### src/rtl/cplx_acc_quant_if.sv
// ============================================================================
// Module : cplx_acc_quant_if
// Brief  : Accumulation input stream and quantised valid/ready output stream.
// Rev    : 1.0
// ============================================================================
`default_nettype none

interface cplx_acc_quant_if #(
  parameter int PW = 58,
  parameter int OW = 16
);
  logic          in_vld;
  logic [PW-1:0] in_r;
  logic [PW-1:0] in_i;
  logic          out_vld;
  logic          out_rdy;
  logic [OW-1:0] out_r;
  logic [OW-1:0] out_i;

  modport master (
    output in_vld, in_r, in_i, out_rdy,
    input  out_vld, out_r, out_i
  );

  modport slave (
    input  in_vld, in_r, in_i, out_rdy,
    output out_vld, out_r, out_i
  );
endinterface

`default_nettype wire

### src/rtl/cplx_acc_quant.sv
// ============================================================================
// Module : cplx_acc_quant
// Brief  : Round/shift/saturate complex accumulations to OW bits, buffer in a
//          show-ahead FIFO with sticky saturation and drop flags.
// Rev    : 1.0
// ============================================================================
`default_nettype none

module cplx_acc_quant #(
  parameter int PW    = 58,
  parameter int OW    = 16,
  parameter int SHIFT = 20,
  parameter int DEPTH = 4
) (
  input  wire logic                       clk,
  input  wire logic                       rst_n,
  cplx_acc_quant_if.slave                 bus,
  output logic [$clog2(DEPTH+1)-1:0]      level,
  output logic                            sat_err,
  output logic                            drop_err,
  input  wire logic                       clr_err
);

  localparam int LW = $clog2(DEPTH+1);
  localparam int AW = $clog2(DEPTH);
  localparam logic signed [PW:0] c_rnd =
    (SHIFT > 0) ? ((PW+1)'(1) << ((SHIFT > 0) ? SHIFT-1 : 0)) : '0;

  // {sat flag, value}: in range when every bit above the OW-bit sign agrees with it
  function automatic logic [OW:0] f_sat(input logic signed [PW:0] v);
    logic [PW-OW+1:0] top;
    top = v[PW:OW-1];
    if ((&top) || (~|top)) begin
      f_sat = {1'b0, v[OW-1:0]};
    end else if (v[PW]) begin
      f_sat = {1'b1, 1'b1, {(OW-1){1'b0}}};
    end else begin
      f_sat = {1'b1, 1'b0, {(OW-1){1'b1}}};
    end
  endfunction

  logic                 r_s1_vld;
  logic signed [PW:0]   r_s1_r;
  logic signed [PW:0]   r_s1_i;

  always_ff @(posedge clk or negedge rst_n) begin
    if (!rst_n) begin
      r_s1_vld <= 1'b0;
      r_s1_r   <= '0;
      r_s1_i   <= '0;
    end else begin
      r_s1_vld <= bus.in_vld;
      r_s1_r   <= $signed({bus.in_r[PW-1], bus.in_r}) + c_rnd;
      r_s1_i   <= $signed({bus.in_i[PW-1], bus.in_i}) + c_rnd;
    end
  end

  logic signed [PW:0] w_sh_r;
  logic signed [PW:0] w_sh_i;
  logic [OW:0]        w_q_r;
  logic [OW:0]        w_q_i;

  assign w_sh_r = r_s1_r >>> SHIFT;
  assign w_sh_i = r_s1_i >>> SHIFT;
  assign w_q_r  = f_sat(w_sh_r);
  assign w_q_i  = f_sat(w_sh_i);

  logic          r_s2_vld;
  logic          r_s2_sat;
  logic [OW-1:0] r_s2_r;
  logic [OW-1:0] r_s2_i;

  always_ff @(posedge clk or negedge rst_n) begin
    if (!rst_n) begin
      r_s2_vld <= 1'b0;
      r_s2_sat <= 1'b0;
      r_s2_r   <= '0;
      r_s2_i   <= '0;
    end else begin
      r_s2_vld <= r_s1_vld;
      r_s2_sat <= w_q_r[OW] | w_q_i[OW];
      r_s2_r   <= w_q_r[OW-1:0];
      r_s2_i   <= w_q_i[OW-1:0];
    end
  end

  logic [OW-1:0] r_mem_r [DEPTH];
  logic [OW-1:0] r_mem_i [DEPTH];
  logic [AW-1:0] r_wr_ptr;
  logic [AW-1:0] r_rd_ptr;
  logic [LW-1:0] r_level;
  logic          r_sat_err;
  logic          r_drop_err;

  logic w_out_vld;
  logic w_full;
  logic w_rd;
  logic w_wr;
  logic w_drop;

  assign w_out_vld = (r_level != '0);
  assign w_full    = (r_level == LW'(DEPTH));
  assign w_rd      = w_out_vld & bus.out_rdy;
  // a read on the same edge frees the slot the full-FIFO write needs
  assign w_wr      = r_s2_vld & (~w_full | w_rd);
  assign w_drop    = r_s2_vld & w_full & ~w_rd;

  for (genvar gi = 0; gi < DEPTH; gi++) begin : g_mem
    always_ff @(posedge clk or negedge rst_n) begin
      if (!rst_n) begin
        r_mem_r[gi] <= '0;
        r_mem_i[gi] <= '0;
      end else if (w_wr && (r_wr_ptr == AW'(gi))) begin
        r_mem_r[gi] <= r_s2_r;
        r_mem_i[gi] <= r_s2_i;
      end
    end
  end

  always_ff @(posedge clk or negedge rst_n) begin
    if (!rst_n) begin
      r_wr_ptr <= '0;
      r_rd_ptr <= '0;
      r_level  <= '0;
    end else begin
      if (w_wr) r_wr_ptr <= r_wr_ptr + AW'(1);
      if (w_rd) r_rd_ptr <= r_rd_ptr + AW'(1);
      case ({w_wr, w_rd})
        2'b10:   r_level <= r_level + LW'(1);
        2'b01:   r_level <= r_level - LW'(1);
        default: r_level <= r_level;
      endcase
    end
  end

  // a set event on the clearing edge wins
  always_ff @(posedge clk or negedge rst_n) begin
    if (!rst_n) begin
      r_sat_err  <= 1'b0;
      r_drop_err <= 1'b0;
    end else begin
      r_sat_err  <= (r_s2_vld & r_s2_sat) | (r_sat_err & ~clr_err);
      r_drop_err <= w_drop | (r_drop_err & ~clr_err);
    end
  end

  assign bus.out_vld = w_out_vld;
  assign bus.out_r   = r_mem_r[r_rd_ptr];
  assign bus.out_i   = r_mem_i[r_rd_ptr];
  assign level       = r_level;
  assign sat_err     = r_sat_err;
  assign drop_err    = r_drop_err;

endmodule

`default_nettype wire

### src/flat_wrapper.sv
// flat-port wrapper written by rule: the top's interface ports become plain ports
module cplx_acc_quant_flat 
#(
  parameter int PW    = 58,
  parameter int OW    = 16,
  parameter int SHIFT = 20,
  parameter int DEPTH = 4
)
  (clk, rst_n, level, sat_err, drop_err, clr_err, bus_in_vld, bus_in_r, bus_in_i, bus_out_rdy, bus_out_vld, bus_out_r, bus_out_i);
  cplx_acc_quant_if #(.PW(PW), .OW(OW)) bus_i ();
  input  wire logic clk;
  input  wire logic rst_n;
  output logic [$clog2(DEPTH+1)-1:0] level;
  output logic sat_err;
  output logic drop_err;
  input  wire logic clr_err;
  input wire logic [$bits(bus_i.in_vld)-1:0] bus_in_vld;
  input wire logic [$bits(bus_i.in_r)-1:0] bus_in_r;
  input wire logic [$bits(bus_i.in_i)-1:0] bus_in_i;
  input wire logic [$bits(bus_i.out_rdy)-1:0] bus_out_rdy;
  output wire logic [$bits(bus_i.out_vld)-1:0] bus_out_vld;
  output wire logic [$bits(bus_i.out_r)-1:0] bus_out_r;
  output wire logic [$bits(bus_i.out_i)-1:0] bus_out_i;
  assign bus_i.in_vld = bus_in_vld;
  assign bus_i.in_r = bus_in_r;
  assign bus_i.in_i = bus_in_i;
  assign bus_i.out_rdy = bus_out_rdy;
  assign bus_out_vld = bus_i.out_vld;
  assign bus_out_r = bus_i.out_r;
  assign bus_out_i = bus_i.out_i;
  cplx_acc_quant #(.PW(PW), .OW(OW), .SHIFT(SHIFT), .DEPTH(DEPTH)) u_core (.clk(clk), .rst_n(rst_n), .bus(bus_i), .level(level), .sat_err(sat_err), .drop_err(drop_err), .clr_err(clr_err));
endmodule
### config.mk
export PLATFORM = sky130hd
export DESIGN_NAME = cplx_acc_quant_flat
export DESIGN_NICKNAME = d
export VERILOG_FILES = /design/src/rtl/cplx_acc_quant_if.sv /design/src/rtl/cplx_acc_quant.sv /design/src/flat_wrapper.sv
export SDC_FILE = /design/constraint.sdc
export NUM_CORES = 1
export LEC_CHECK = 0
export BUFFER_PORTS_ARGS = -buffer_cell sky130_fd_sc_hd__buf_2
export CAP_MARGIN = 10
export CORE_MARGIN = 10
export CORE_UTILIZATION = 40
export CTS_CLUSTER_SIZE = 14
export DETAILED_ROUTE_END_ITERATION = 8
export GPL_TIMING_DRIVEN = 0
export SYNTH_ARGS = -nofsm -noshare
export SYNTH_HDL_FRONTEND = slang
export SYNTH_SLANG_ARGS = --single-unit
### constraint.sdc
create_clock -name clk -period 2.2 [get_ports clk]
set_input_delay 0.44 -clock clk [delete_from_list [all_inputs] [get_ports clk]]
set_output_delay 0.44 -clock clk [all_outputs]
set_load 0.05 [all_outputs]
==> impl_metrics.py, run 1 <==
metrics = {
    "cells_and_area": {
        "design_area_um2": 13400,
        "fillerInstances": 2351,
        "post-route-util": 0.498,
        "nets": 1099,
        "final_common_cell": "dfrtp_1",
        "layout-drive-gt1-share": 0.380,
        "fin_cells": 1330,
        "final_cell_mix": "dfrtp_1, mux2_2, buf_2, xnor2_1, nand2_1",
        "num_antenna_cells": 0,
        "syn_to_final_growth_pct": 22.8,
    },
    "power": {
        "p_int_mw": 12.5,
        "p_switching_mw": 6.98,
        "combPwrFrac": 0.435,
        "p_seq_frac": 0.345,
        "ir_worst_vdd_mv": 0.891,
        "totalPowerFinal_mw": 19.5,
        "switching_share": 0.357,
        "leakage_nw": 5.75,
        "p_per_area_nw_per_um2": 1460,
        "clkPwrFrac": 0.219,
    },
    "logic_synthesis": {
        "ys.flop_type": "dfrtp_1",
        "synth-edff-count": 0,
        "synth_cells": 806,
        "postSynthAreaPerCell_um2": 13.5,
        "synth_area_um2": 10900,
        "async_reset_ff_frac": 1.00,
        "seq_area_frac_synth": 0.574,
        "yosys_warnings": 0,
        "synth_seq_cells": 250,
        "synth_cell_types": 41,
        "synthesis.nets": 934,
    },
    "routing": {
        "drtPass1Iterations": 6,
        "wl_per_cell_um": 17.0,
        "vias": 6695,
        "postRouteAntennaNets": 0,
        "drc": 0,
        "drtIter0Drc": 259,
        "routed_wirelength_um": 22700,
        "viasPerCell": 5.03,
    },
    "clock_tree": {
        "cts.htree.levels": 1,
        "clockBufferDepth": 3,
        "root_buffer": "clkbuf_16",
        "insertion_delay_ns": 0.54,
        "cts_tree": "done",
        "cts_buffers": 26,
        "clk_pin_slew_ns": 0.06,
        "clock_sinks": 250,
    },
    "grt": {
        "top_usage_layer": "met2",
        "overflow": 0,
        "grtUsageMet1": 0.165,
        "grt_pass1_vias": 7112,
        "grtUsageTotal": 0.134,
        "antenna_found_initial": 3,
        "grtUsageMet3": 0.0313,
        "use_met2": 0.229,
        "grt_pass1_wl_um": 36800,
        "grt_max_degree": 92,
    },
    "floorplan": {
        "die_w_um": 185,
        "io_pins": 159,
        "rows": 60,
        "start_util": 0.405,
        "die_area_um2": 34200,
        "coreArea_um2": 26900,
        "die_h_um": 185,
    },
    "critical_path": {
        "worstSetupStartpointType": "flop",
        "critPathArrivalTime_ns": 1.99,
        "worst_r2r_endpoint": "u_core.r_mem_i[16]",
        "r2r-start": "u_core.level[0]",
        "critical_path_class": "flop to primary output",
        "r2r_slack_ns": 0.11,
        "cp_max_fo": 5,
        "endpoint": "bus_out_i[3]",
        "cp-end-kind": "primary output",
        "cp-startpoint": "u_core.r_rd_ptr[0]",
        "r2r_cells": 6,
        "critPathRequiredTime_ns": 1.76,
    },
    "placement": {
        "place_congestion": 0.768,
        "place_inst": 1268,
        "pre_cts_ws_ns": -0.434,
        "placed_area_um2": 12000,
        "dp.final_hpwl_um": 16000,
        "numPortBuffers": 119,
    },
    "timing": {
        "min_period_ns": 2.43,
        "fin_skew_ns": 0.0188,
        "max_freq_ghz": 0.411,
        "finalCritPeriodShare": 1.11,
        "maxSlewHeadroom": 0.305,
        "final-max-slew-violation-count": 0,
        "setup_slack_ns": -0.234,
        "tightest_slew_ns": 1.03,
        "finalHoldViolCount": 0,
        "rsz0062_at_grt": "yes",
        "setup_viol": 32,
    },
    "status": {
        "status": "complete, but fails checks",
        "failed_checks": "negative setup slack",
    },
    "min_path": {
        "min_path_type": "input port to flop",
        "min-delay-start": "bus_in_r[33]",
    },
    "run": {
        "maxCapViolCount": 0,
    },
}
## layer usage
metal  routed length, µm  vias to the layer above
li1                    -                     3179
met1                9850                     3359
met2               11200                      112
met3                1140                       39
met4                 452                        6
met5                  42                        -
## stage by stage
stage	setup TNS, ns	hold slack (ns)
after floorplan	-0.0113	0.144
after global placement	-972.70	0.338
after global routing	-7.59	0.0896
after detailed placement	-37.69	0.350
final	-5.64	0.0966
after CTS	-6.34	0.0745
## synthesized netlist by cell type, types with 8 or more instances
| master | count | share of area |
|---|---|---|
| xor2_1 | 26 | 0.021 |
| mux4_2 | 32 | 0.066 |
| xnor2_1 | 52 | 0.042 |
| inv_1 | 44 | 0.015 |
| nor4_1 | 17 | 0.0098 |
| clkbuf_1 | 14 | 0.0048 |
| nand4_1 | 33 | 0.019 |
| buf_1 | 15 | 0.0052 |
| nand3_1 | 28 | 0.013 |
| nor2_1 | 29 | 0.010 |
| mux2_2 | 128 | 0.13 |
| nor3_1 | 8 | 0.0037 |
| nand2_1 | 45 | 0.015 |
| mux2i_1 | 32 | 0.029 |
| dfrtp_1 | 250 | 0.57 |
## worst min path at each step
stage	endpoint	slack, ns	cells past startpoint
global route	u_core.r_s1_r[33]	0.09	2
CTS	u_core.r_s1_r[33]	0.07	2
detailed placement	u_core.r_s2_vld	0.35	0
finish	u_core.r_s1_r[33]	0.1	2
global placement	u_core.r_s2_vld	0.34	0
floorplan	u_core.drop_err	0.14	0
## registers in the layout, summed over array words and instances, names as in the netlist
name	cells
u_core.r_s1_i	39
u_core.r_s2_vld	1
u_core.r_s2_sat	1
u_core.r_wr_ptr	2
u_core.level	3
u_core.r_s1_r	39
u_core.r_s1_vld	1
u_core.sat_err	1
u_core.r_rd_ptr	2
u_core.r_mem_r	64
u_core.r_mem_i	64
u_core.r_s2_i	16
u_core.drop_err	1
u_core.r_s2_r	16
## what timing repair did
item	CTS	global route
gates resized for setup	110	7
gates cloned	2	1
setup endpoints to repair	172	48
buffers inserted	6	8
pin swaps	0	2
hold buffers	2	0
hold endpoints to repair	73	0
## layout make-up
cell class	instances	area (µm²)	area share
tap	341	427	0.0319
clock inverter	9	88.8	0.00664
buffer	29	205	0.0153
inverter	44	165	0.0123
timing repair buffer	139	1080	0.0811
multi-input combinational	481	4390	0.328
sequential	250	6260	0.468
clock buffer	37	762	0.0569
## power by group through the flow
stage	combinational, mW	clock (mW)	sequential (mW)
final	8.50	4.28	6.74
after global routing	9.06	4.58	6.93
after CTS	8.63	4.41	6.73
after detailed placement	7.29	0	6.75
after global placement	7.18	0	6.72
after floorplan	5.56	0	6.65
## critical path: stages, from the launching register on
cell	delay [ns]
dfrtp_2	0.45
buf_12	0.15
buf_12	0.13
mux4_2	0.55
buf_6	0.18
## logic make-up after synthesis
kind of cell / Yosys count / synth area share
compound gates: 19 / 0.0113
xor+xnor: 78 / 0.0627
fa+ha+maj: 7 / 0.00873
buf+inv: 75 / 0.0261
flops: 250 / 0.574
mux: 192 / 0.228
simple gates: 185 / 0.0894
(Power assumes the default switching activity.)
==> run 2: changes to the inputs <==
- ABC_AREA: unset -> 1
- RECOVER_POWER: unset -> 100
==> run 2 against run 1 <==
Net effect: the flow still finishes with violations (negative setup slack); clock skew shrank 0.0096 ns; largest cell class unchanged; count of clock-buffer cells in the layout is 4 higher; synthesized cell count up 89%; critical path depth grew 3; global-route usage rose by 6.1 points; first-iteration DRC count rose to 3.0 times the previous value.
==> impl_metrics.py, run 2 <==
metrics = {
    "timing": {
        "tightest_slew_ns": 1.28,
        "rsz0062_at_grt": "yes",
        "maxSlewHeadroom": 0.144,
        "max_freq_ghz": 0.430,
        "timing.hold.ws_ns": 0.117,
        "setup_viol": 32,
        "finalCritPeriodShare": 1.06,
        "tns_ns": -2.60,
        "min_period_ns": 2.33,
        "setup_slack_ns": -0.125,
        "finalHoldViolCount": 0,
        "final-max-slew-violation-count": 0,
        "fin_skew_ns": 0.00923,
    },
    "routing": {
        "drtIter0Drc": 786,
        "drtPass1Iterations": 5,
        "viasPerCell": 5.01,
        "wl_per_cell_um": 17.1,
        "routed_wirelength_um": 35900,
        "vias": 10500,
        "drc": 0,
        "postRouteAntennaNets": 0,
    },
    "cells_and_area": {
        "layout-drive-gt1-share": 0.166,
        "final_common_cell": "nand2_1",
        "multi_input_area_um2": 5500,
        "fin_cells": 2096,
        "nets": 1812,
        "fillerInstances": 2911,
        "post-route-util": 0.499,
        "seqCellArea_um2": 6260,
        "final_cell_mix": "nand2_1, dfrtp_1, nor2_1, o21ai_0, buf_2",
        "syn_to_final_growth_pct": 23.6,
        "top_regs": "u_core.r_mem_i: 64 flops, u_core.r_mem_r: 64 flops",
        "design_area_um2": 14800,
        "num_antenna_cells": 0,
    },
    "logic_synthesis": {
        "postSynthAreaPerCell_um2": 7.85,
        "synthesis.nets": 1649,
        "synth_xor_area_frac": 0.0469,
        "synth.most_common_cell": "nand2_1",
        "synth_area_um2": 11900,
        "synthAdderAreaFrac": 0.00796,
        "synth_cell_types": 26,
        "synthDominantCellAreaShare": 0.524,
        "synth_top_family_by_area": "simple AND/OR/NAND/NOR gates",
        "synth_area_leaders": "dfrtp_1, nand2_1, nor2_1",
        "synth-edff-count": 0,
        "yosys_warnings": 0,
        "yosys.area.top_type": "dfrtp_1",
        "synth-simple-area-share": 0.281,
        "seq_area_frac_synth": 0.524,
        "synth_cells": 1521,
        "async_reset_ff_frac": 1.00,
        "synth_seq_cells": 250,
        "synth_compound_area_frac": 0.0998,
        "ys.flop_type": "dfrtp_1",
        "synthMuxAreaShare": 0,
        "synth_common_cells": "nand2_1, dfrtp_1, nor2_1, o21ai_0, inv_1",
    },
    "floorplan": {
        "coreArea_um2": 29600,
        "rows": 63,
        "io_pins": 159,
        "start_util": 0.404,
        "die_w_um": 193,
        "die_h_um": 193,
        "die_area_um2": 37200,
    },
    "power": {
        "totalPowerFinal_mw": 21.1,
        "p_per_area_nw_per_um2": 1430,
        "ir_worst_vdd_mv": 0.650,
        "leakage_nw": 6.90,
    },
    "clock_tree": {
        "insertion_delay_ns": 0.54,
        "cts.htree.levels": 1,
        "cts_tree": "done",
        "clockBufferDepth": 3,
        "clk_pin_slew_ns": 0.06,
        "root_buffer": "clkbuf_16",
        "cts_buffers": 28,
        "clock_sinks": 250,
    },
    "placement": {
        "place_inst": 2033,
        "pre_cts_ws_ns": -0.189,
        "placed_area_um2": 13200,
        "dp.final_hpwl_um": 26300,
        "place_congestion": 0.912,
        "numPortBuffers": 120,
    },
    "critical_path": {
        "cp_max_fo": 10,
        "worstSetupStartpointType": "flop",
        "critPathRequiredTime_ns": 1.76,
        "cp_slowest_stage_delay_ns": 0.39,
        "path_buf_inv": 5,
        "crit_chain": "buf_6 -> inv_6 -> buf_12 -> buf_12 -> nor2_1 -> o22ai_2 -> buf_6",
        "r2r-start": "u_core.level[1]",
        "cp-end-kind": "primary output",
        "path_delay_family": "buffers and inverters",
        "cp-startpoint": "u_core.r_rd_ptr[0]",
        "r2r_slack_ns": 0.28,
        "critPathArrivalTime_ns": 1.89,
        "critical_path_class": "flop to primary output",
        "slowest_stage": "dfrtp_1",
    },
    "status": {
        "status": "complete, but fails checks",
        "failed_checks": "negative setup slack",
    },
    "min_path": {
        "min_path_type": "input port to flop",
        "min-delay-start": "bus_in_i[30]",
    },
    "grt": {
        "grt_pass1_wl_um": 57400,
        "grtUsageTotal": 0.195,
        "grt_max_degree": 121,
        "overflow": 0,
        "antenna_found_initial": 0,
        "grt_pass1_vias": 10800,
    },
    "run": {
        "maxCapViolCount": 0,
    },
}
[run 2: worst register-to-register path: cells and delay by family, from the launching register on]
kind / cells / cell delay, ns
buf+inv: 1 / 0.53
flops: 1 / 0.40
compound gates: 1 / 0.16
simple gates: 4 / 0.76
[run 2: worst paths after layout]
kind / end / cells past startpoint
worst max-delay path: bus_out_i[1] / 7
min in group asynchronous: u_core.r_s1_i[53] / 2
worst max register to register: u_core.r_mem_r[56] / 6
max in group asynchronous: u_core.r_mem_r[37] / 3
worst min register to register: u_core.r_s2_vld / 0
worst min-delay path: u_core.r_s1_i[30] / 2
[run 2: where the power goes]
part / switching [mW] / internal [mW] / leakage (nW)
combinational: 6.41 / 3.39 / 3.41
clock: 1.86 / 2.82 / 0.462
sequential: 0.717 / 5.87 / 3.02
[run 2: cell type report]
class / instances / share of cell area
Buffer: 62 / 0.0276
Clock inverter: 11 / 0.00780
Multi-Input combinational cell: 1159 / 0.373
Tap cell: 390 / 0.0331
Clock buffer: 41 / 0.0556
Timing Repair Buffer: 135 / 0.0670
Inverter: 48 / 0.0125
Sequential cell: 250 / 0.424
[run 2: logic make-up after synthesis]
kind of cell	Yosys count
xor gates and xnor gates	64
DFF	250
AOI/OAI and AO/OA	230
buffers and inverters	112
and+or+nand+nor	858
adders and majority gates	7
[run 2: per-layer routing]
layer / global-route usage / part of all wire / wire, µm
met1: 0.249 / 0.44 / 15900
met2: 0.328 / 0.48 / 17200
met3: 0.0342 / 0.050 / 1800
met4: 0.0623 / 0.027 / 983
met5: 0 / 0 / 0
[run 2: timing repair]
action / in CTS / in global routing
endpoints found under the hold margin: 17 / 0
cloned: 4 / 0
endpoints found under the setup margin: 32 / 32
pin swaps: 19 / 14
resized for setup: 167 / 53
hold buffers: 2 / 0
setup buffers: 9 / 0
